File: src/rtl/ysyx_22041211_ifu_pkg.sv
// Shared types and constants for the instruction fetch unit.
// Optional misaligned-redirect trapping is enabled by YSYX_22041211_IFU_ALIGN_CHK_EN.
package ysyx_22041211_ifu_pkg;

    typedef enum logic [1:0] {
        IFU_ST_IDLE = 2'd0,
        IFU_ST_REQ  = 2'd1,
        IFU_ST_WAIT = 2'd2,
        IFU_ST_HOLD = 2'd3
    } ifu_state_e;

    typedef enum logic [1:0] {
        PC_SEL_HOLD     = 2'd0,
        PC_SEL_REDIRECT = 2'd1,
        PC_SEL_TARGET   = 2'd2,
        PC_SEL_INC      = 2'd3
    } pc_sel_e;

    localparam logic [31:0] IFU_RESET_PC = 32'h8000_0000;
    localparam logic [31:0] IFU_NOP_INST = 32'h0000_0013;

`ifdef YSYX_22041211_IFU_ALIGN_CHK_EN
    localparam bit IFU_ALIGN_CHK = 1'b1;
`else
    localparam bit IFU_ALIGN_CHK = 1'b0;
`endif

    // Without the alignment check the low bits are simply discarded.
    function automatic logic [31:0] capture_target(input logic [31:0] pc);
        return IFU_ALIGN_CHK ? pc : (pc & 32'hFFFF_FFFC);
    endfunction

    function automatic logic misaligned(input logic [31:0] pc);
        return IFU_ALIGN_CHK && (pc[1:0] != 2'b00);
    endfunction

endpackage

File: src/rtl/ysyx_22041211_pc_reg.sv
// Architectural PC register with its next-PC selection.
// Behaviour depends on YSYX_22041211_IFU_ALIGN_CHK_EN only through the values fed in.
module ysyx_22041211_pc_reg
    import ysyx_22041211_ifu_pkg::*;
#(
    parameter logic [31:0] RESET_PC = IFU_RESET_PC
) (
    input  logic        clk,
    input  logic        rst_n,
    input  pc_sel_e     sel,
    input  logic [31:0] redirect_pc,
    input  logic [31:0] target_pc,
    output logic [31:0] pc
);

    logic [31:0] pc_d;

    always_comb begin
        pc_d = pc;
        case (sel)
            PC_SEL_REDIRECT: pc_d = redirect_pc;
            PC_SEL_TARGET:   pc_d = target_pc;
            PC_SEL_INC:      pc_d = pc + 32'd4;
            default:         pc_d = pc;
        endcase
    end

    always_ff @(posedge clk) begin
        if (!rst_n) begin
            pc <= RESET_PC;
        end else begin
            pc <= pc_d;
        end
    end

endmodule

File: src/rtl/ysyx_22041211_ifu.sv
// Instruction fetch unit: single outstanding imem read, one-word buffer toward the decoder.
// Define YSYX_22041211_IFU_ALIGN_CHK_EN to trap misaligned redirect targets without fetching.
module ysyx_22041211_ifu
    import ysyx_22041211_ifu_pkg::*;
#(
    parameter logic [31:0] RESET_PC = IFU_RESET_PC,
    parameter logic [31:0] NOP_INST = IFU_NOP_INST
) (
    input  logic        clk,
    input  logic        rst_n,
    output logic        imem_req_valid_o,
    input  logic        imem_req_ready_i,
    output logic [31:0] imem_req_addr_o,
    input  logic        imem_rsp_valid_i,
    input  logic [31:0] imem_rsp_data_i,
    input  logic        imem_rsp_err_i,
    input  logic        redirect_valid_i,
    input  logic [31:0] redirect_pc_i,
    output logic        inst_valid_o,
    input  logic        inst_ready_i,
    output logic [31:0] inst_o,
    output logic [31:0] pc_o,
    output logic        fault_o
);

    ifu_state_e  state_q, state_d;
    logic        kill_q, kill_d;
    logic [31:0] tgt_q, tgt_d;
    logic [31:0] inst_q, pc_out_q;
    logic        fault_q;
    logic        buf_load;
    logic [31:0] buf_inst_d, buf_pc_d;
    logic        buf_fault_d;
    pc_sel_e     pc_sel;
    logic [31:0] pc_q;
    logic [31:0] redirect_tgt;
    logic        redirect_mis, tgt_mis;

    assign redirect_tgt = capture_target(redirect_pc_i);
    assign redirect_mis = misaligned(redirect_pc_i);
    assign tgt_mis      = misaligned(tgt_q);

    ysyx_22041211_pc_reg #(.RESET_PC(RESET_PC)) u_pc_reg (
        .clk         (clk),
        .rst_n       (rst_n),
        .sel         (pc_sel),
        .redirect_pc (redirect_tgt),
        .target_pc   (tgt_q),
        .pc          (pc_q)
    );

    always_comb begin
        state_d     = state_q;
        kill_d      = kill_q;
        tgt_d       = tgt_q;
        pc_sel      = PC_SEL_HOLD;
        buf_load    = 1'b0;
        buf_inst_d  = NOP_INST;
        buf_pc_d    = redirect_tgt;
        buf_fault_d = 1'b1;
        case (state_q)
            IFU_ST_IDLE: begin
                state_d = IFU_ST_REQ;
                if (redirect_valid_i) begin
                    pc_sel = PC_SEL_REDIRECT;
                    if (redirect_mis) begin
                        buf_load = 1'b1;
                        state_d  = IFU_ST_HOLD;
                    end
                end
            end
            IFU_ST_REQ: begin
                // The presented address must not move, so a redirect only marks the fetch stale.
                if (redirect_valid_i) begin
                    kill_d = 1'b1;
                    tgt_d  = redirect_tgt;
                end
                if (imem_req_ready_i) begin
                    state_d = IFU_ST_WAIT;
                end
            end
            IFU_ST_WAIT: begin
                if (imem_rsp_valid_i) begin
                    if (redirect_valid_i) begin
                        kill_d  = 1'b0;
                        pc_sel  = PC_SEL_REDIRECT;
                        state_d = IFU_ST_REQ;
                        if (redirect_mis) begin
                            buf_load = 1'b1;
                            state_d  = IFU_ST_HOLD;
                        end
                    end else if (kill_q) begin
                        kill_d  = 1'b0;
                        pc_sel  = PC_SEL_TARGET;
                        state_d = IFU_ST_REQ;
                        if (tgt_mis) begin
                            buf_load = 1'b1;
                            buf_pc_d = tgt_q;
                            state_d  = IFU_ST_HOLD;
                        end
                    end else begin
                        buf_load    = 1'b1;
                        buf_inst_d  = imem_rsp_err_i ? NOP_INST : imem_rsp_data_i;
                        buf_pc_d    = pc_q;
                        buf_fault_d = imem_rsp_err_i;
                        state_d     = IFU_ST_HOLD;
                    end
                end else if (redirect_valid_i) begin
                    kill_d = 1'b1;
                    tgt_d  = redirect_tgt;
                end
            end
            IFU_ST_HOLD: begin
                // A redirect beats a same-cycle consume: the buffered word is wrong-path.
                if (redirect_valid_i) begin
                    pc_sel  = PC_SEL_REDIRECT;
                    state_d = IFU_ST_REQ;
                    if (redirect_mis) begin
                        buf_load = 1'b1;
                        state_d  = IFU_ST_HOLD;
                    end
                end else if (inst_ready_i) begin
                    pc_sel  = PC_SEL_INC;
                    state_d = IFU_ST_REQ;
                end
            end
            default: state_d = IFU_ST_IDLE;
        endcase
    end

    always_ff @(posedge clk) begin
        if (!rst_n) begin
            state_q  <= IFU_ST_IDLE;
            kill_q   <= 1'b0;
            tgt_q    <= RESET_PC;
            inst_q   <= 32'd0;
            pc_out_q <= RESET_PC;
            fault_q  <= 1'b0;
        end else begin
            state_q <= state_d;
            kill_q  <= kill_d;
            tgt_q   <= tgt_d;
            if (buf_load) begin
                inst_q   <= buf_inst_d;
                pc_out_q <= buf_pc_d;
                fault_q  <= buf_fault_d;
            end
        end
    end

    assign imem_req_valid_o = (state_q == IFU_ST_REQ);
    assign imem_req_addr_o  = pc_q;
    assign inst_valid_o     = (state_q == IFU_ST_HOLD);
    assign inst_o           = inst_q;
    assign pc_o             = pc_out_q;
    assign fault_o          = fault_q;

endmodule

File: config.mk
export PLATFORM = sky130hd
export DESIGN_NAME = ysyx_22041211_ifu
export DESIGN_NICKNAME = d
export VERILOG_FILES = /design/src/rtl/ysyx_22041211_ifu_pkg.sv /design/src/rtl/ysyx_22041211_pc_reg.sv /design/src/rtl/ysyx_22041211_ifu.sv
export SDC_FILE = /design/constraint.sdc
export NUM_CORES = 1
export LEC_CHECK = 0
export ABC_AREA = 1
export CAP_MARGIN = 20
export CORE_MARGIN = 2
export CORE_UTILIZATION = 30
export DETAILED_ROUTE_END_ITERATION = 10
export DONT_BUFFER_PORTS = 1
export HOLD_SLACK_MARGIN = 0.08
export MAX_ROUTING_LAYER = met4
export PLACE_DENSITY_LB_ADDON = 0.2
export SETUP_SLACK_MARGIN = 0.3
export SYNTH_ARGS = -nofsm -noshare
export SYNTH_HDL_FRONTEND = slang
export SYNTH_HIERARCHICAL = 1
export SYNTH_SLANG_ARGS = --single-unit
File: constraint.sdc
create_clock -name clk -period 6.4 [get_ports clk]
set_input_delay 0.96 -clock clk [delete_from_list [all_inputs] [get_ports clk]]
set_output_delay 0.96 -clock clk [all_outputs]
set_load 0.02 [all_outputs]
==> results by group <==
Timing
  – Fin Clk Skew: 0.0108 ns
  – Fin crit period: between 3 and 4 ns
  – Max-slew headroom: roughly 41%
  – Final Max Slew Viols: 0
  – Final setup fails: 0
  – RSZ-0062 raised after global routing: no
  – Slew of the pin with the lowest slew margin: 0.890 ns
  – Fin crit share: 49.0%
  – Final hold slack: 0.484 ns
  – Fin Setup TNS: 0 ns
  – Final hold violations: 0
  – Smallest setup slack after layout: 3.26 ns
  – F_max: 319 MHz

Synth
  – Compound-gate portion of the synthesized area: approximately 17%
  – Ys Warns: 6
  – Post-Synth Simple-Gate Area: 31.7%
  – Synth Cell Area: 6690 µm²
  – Primary FF master, synth: dfxtp_1
  – Post-synth EDFFs: 0
  – Async SR Flop Fraction: 0%
  – Largest cells by area after synthesis: dfxtp_1 (39%), nand2_1 (16%), a21oi_1 (7.2%)
  – Mean Syn Cell Area: 6.69 µm²
  – Syn Inst Count: 999
  – Yosys reg bits: between 100 and 150
  – Yosys top cell by area: dfxtp_1
  – Seq/Total Area, Yosys: 38.9%
  – Count leader, synth: nand2_1
  – Yosys top cell area share: 38.9%
  – Adder-cell share of the synthesized area: approximately 1.9%
  – Combinational family with the most area after synthesis: simple AND/OR/NAND/NOR gates
  – Post-Synth XOR/XNOR Area: 0%
  – Netlist cell types: 33
  – Most frequent cells after synthesis: nand2_1 (280), dfxtp_1 (130), nor2_1 (108)
  – Post-synthesis mux area share: 0%

Global routing
  – M2 GR Usage: 28.5%
  – Overflow after GRT: 0
  – GRT met1 Usage: 22.0%
  – Gr busiest metal: met2
  – Antenna violations before repair: 0
  – First-pass GRT wire length: around 32000 µm
  – Tot GR Track Use: 17.8%
  – Vias in the first global route: 5668
  – Largest net degree at the start of global routing: 98
  – Met3 usage in global routing: 5.61%

Floorplanning
  – Die W: 153 µm
  – Ports: between 150 and 200
  – Core footprint: 21800 µm²
  – Std cell rows: 54
  – Die Height: 153 µm
  – Initial core utilization: 30.6%
  – Die ar.: 23500 µm²

Drt
  – Via count: around 6000
  – Final WL: 20400 µm
  – Post-DR vias/cell: 4.75
  – Routed WL per cell: 16.1 µm
  – DR iter-0 viols: about 330
  – Remaining antenna violation count: 0
  – Residual DRC: 0
  – Pre-antenna DRT Iters: 5

Power and ir drop
  – Sw power: 0.829 mW
  – Part of the power in registers: 41.6%
  – Static Leak: between 3 and 4 nW
  – Clock Power Share: ~45%
  – Switching Fraction: a little under a third
  – Overall power: around 2.7 mW
  – Peak VDD IR: ~0.00013 V
  – Combinational share of power: between 10% and 20%
  – Internal: 1.82 mW
  – Power per cell area: 352 nW/µm²

Finish
  – Layout cells sized above 1: ~9.6%
  – Post-layout instance area: 7540 µm²
  – Ant diodes: 0
  – Fin cells: 1269
  – Nets: ~1100
  – Number of fill cells: around 2300
  – Post-layout util: 34.6%
  – Layout area overhead: 12.9%

Clocking
  – Post-CTS Setup Inserts: 0
  – # hold bufs at CTS: 0
  – # clock sinks: 130
  – H-tree depth: 4
  – Num CTS Buffers: 17
  – Clock-pin slew on the worst setup and hold paths: 0.06 ns
  – CTS tree: done
  – Cts repair resizes: 0
  – Worst-Skew Late Latency: between 0.4 and 0.5 ns
  – Clock Tree Buf Depth: 2
  – Clock root cell: clkbuf_16

Worst setup path
  – Reg2Reg Depth: 13
  – R2R setup slack: 3.26 ns
  – Critical R2R Capture: u_pc_reg/pc[4]
  – WS Path Type: register to register
  – Worst R2R Start: state_q[0]
  – Startpoint Class: register
  – CP max FO: 31
  – Worst Path Required: 6.70 ns
  – CP arrival: 3.44 ns
  – Crit. End Element: register

Run status
  – Outcome: completed

Placement
  – Port Buf Inserts: 0
  – Post-DP HPWL: 13200 µm
  – Placed Area: 6800 µm²
  – Final Wtd Congestion: 0.883
  – Place WS: 2.96 ns
  – Inst Count DP: about 1200

Hold path
  – Hold Crit Start: tgt_q[31]
  – Hold EP: tgt_q[31]
  – Hold path cells: 2
  – Tightest Hold Check Type: register to register

Job
  – MaxCap Viol Count: 0
-- worst max-delay path, cell delays in order (launching register included) --
cell and delay [ns]:
dfxtp_1 0.34, inv_1 0.13, ha_1 0.19, nand2_1 0.10, inv_1 0.14, nand2_1 0.07
a211oi_1 0.41, inv_1 0.09, ha_1 0.20, buf_4 0.25, inv_1 0.70, o21ai_0 0.18
o21ai_0 0.13, a21oi_1 0.09
-- worst max-delay path by stage --
stage                           startpoint              end  slack [ns]  cells past startpoint
final                           state_q[0]   u_pc_reg/pc[4]        3.26                     13
after global routing            state_q[0]   u_pc_reg/pc[4]        2.97                     13
after CTS                       state_q[0]   u_pc_reg/pc[4]        3.21                     13
after detailed placement  imem_rsp_valid_i   u_pc_reg/pc[4]        2.96                     11
after global placement    imem_rsp_valid_i   u_pc_reg/pc[4]        2.97                     11
after floorplan           imem_rsp_valid_i  u_pc_reg/pc[19]        3.77                     11
-- logic make-up after synthesis --
group / Yosys count
and+or+nand+nor: 494
AOI/OAI and AO/OA: 206
buffers and inverters: 158
DFF: 130
adders and majority gates: 10
other: 1
-- power groups by stage --
stage               combinational, mW  clock [mW]  sequential (mW)
floorplan                       0.309           0             1.07
global placement                0.365           0             1.12
detailed placement              0.370           0             1.12
CTS                             0.372        1.21             1.11
global route                    0.434        1.24             1.12
finish                          0.371        1.18             1.10
-- metal layers --
layer	up-vias	share of wire (%)
li1	3156	-
met1	2666	45
met2	190	46
met3	11	8.4
met4	0	0.77
met5	-	0
-- state kept, by name, indices dropped and copies added (netlist names) --
name and cells:
state_q 2, pc_o 32, tgt_q 30, kill_q 1, u_pc_reg/pc 32, inst_o 32
fault_o 1
-- cell type report --
cell class                 instances  area [µm²]  share of cell area (%)
clock buffer                      17         425                    5.64
timing repair buffer               8        87.6                    1.16
tap                              280         350                    4.64
multi-input combinational        714        3410                    45.1
sequential                       130        2600                    34.5
clock inverter                    15         279                    3.70
inverter                         105         394                    5.22
-- cell usage in the layout (no fill, tap or decap), drive strengths merged, types with 3 or more instances in the layout --
cell and instances:
nand2 286, dfxtp 130, nor2 121, inv 108
a21oi 96, o21ai 70, nand3 45, or2 35
a221oi 20, clkbuf 17, ha 10, buf 8
bufinv 7, a22oi 7, a31oi 5, clkinv 4
conb 4, a211oi 3, nor3 3, o22ai 3
(Power assumes the default switching activity.)
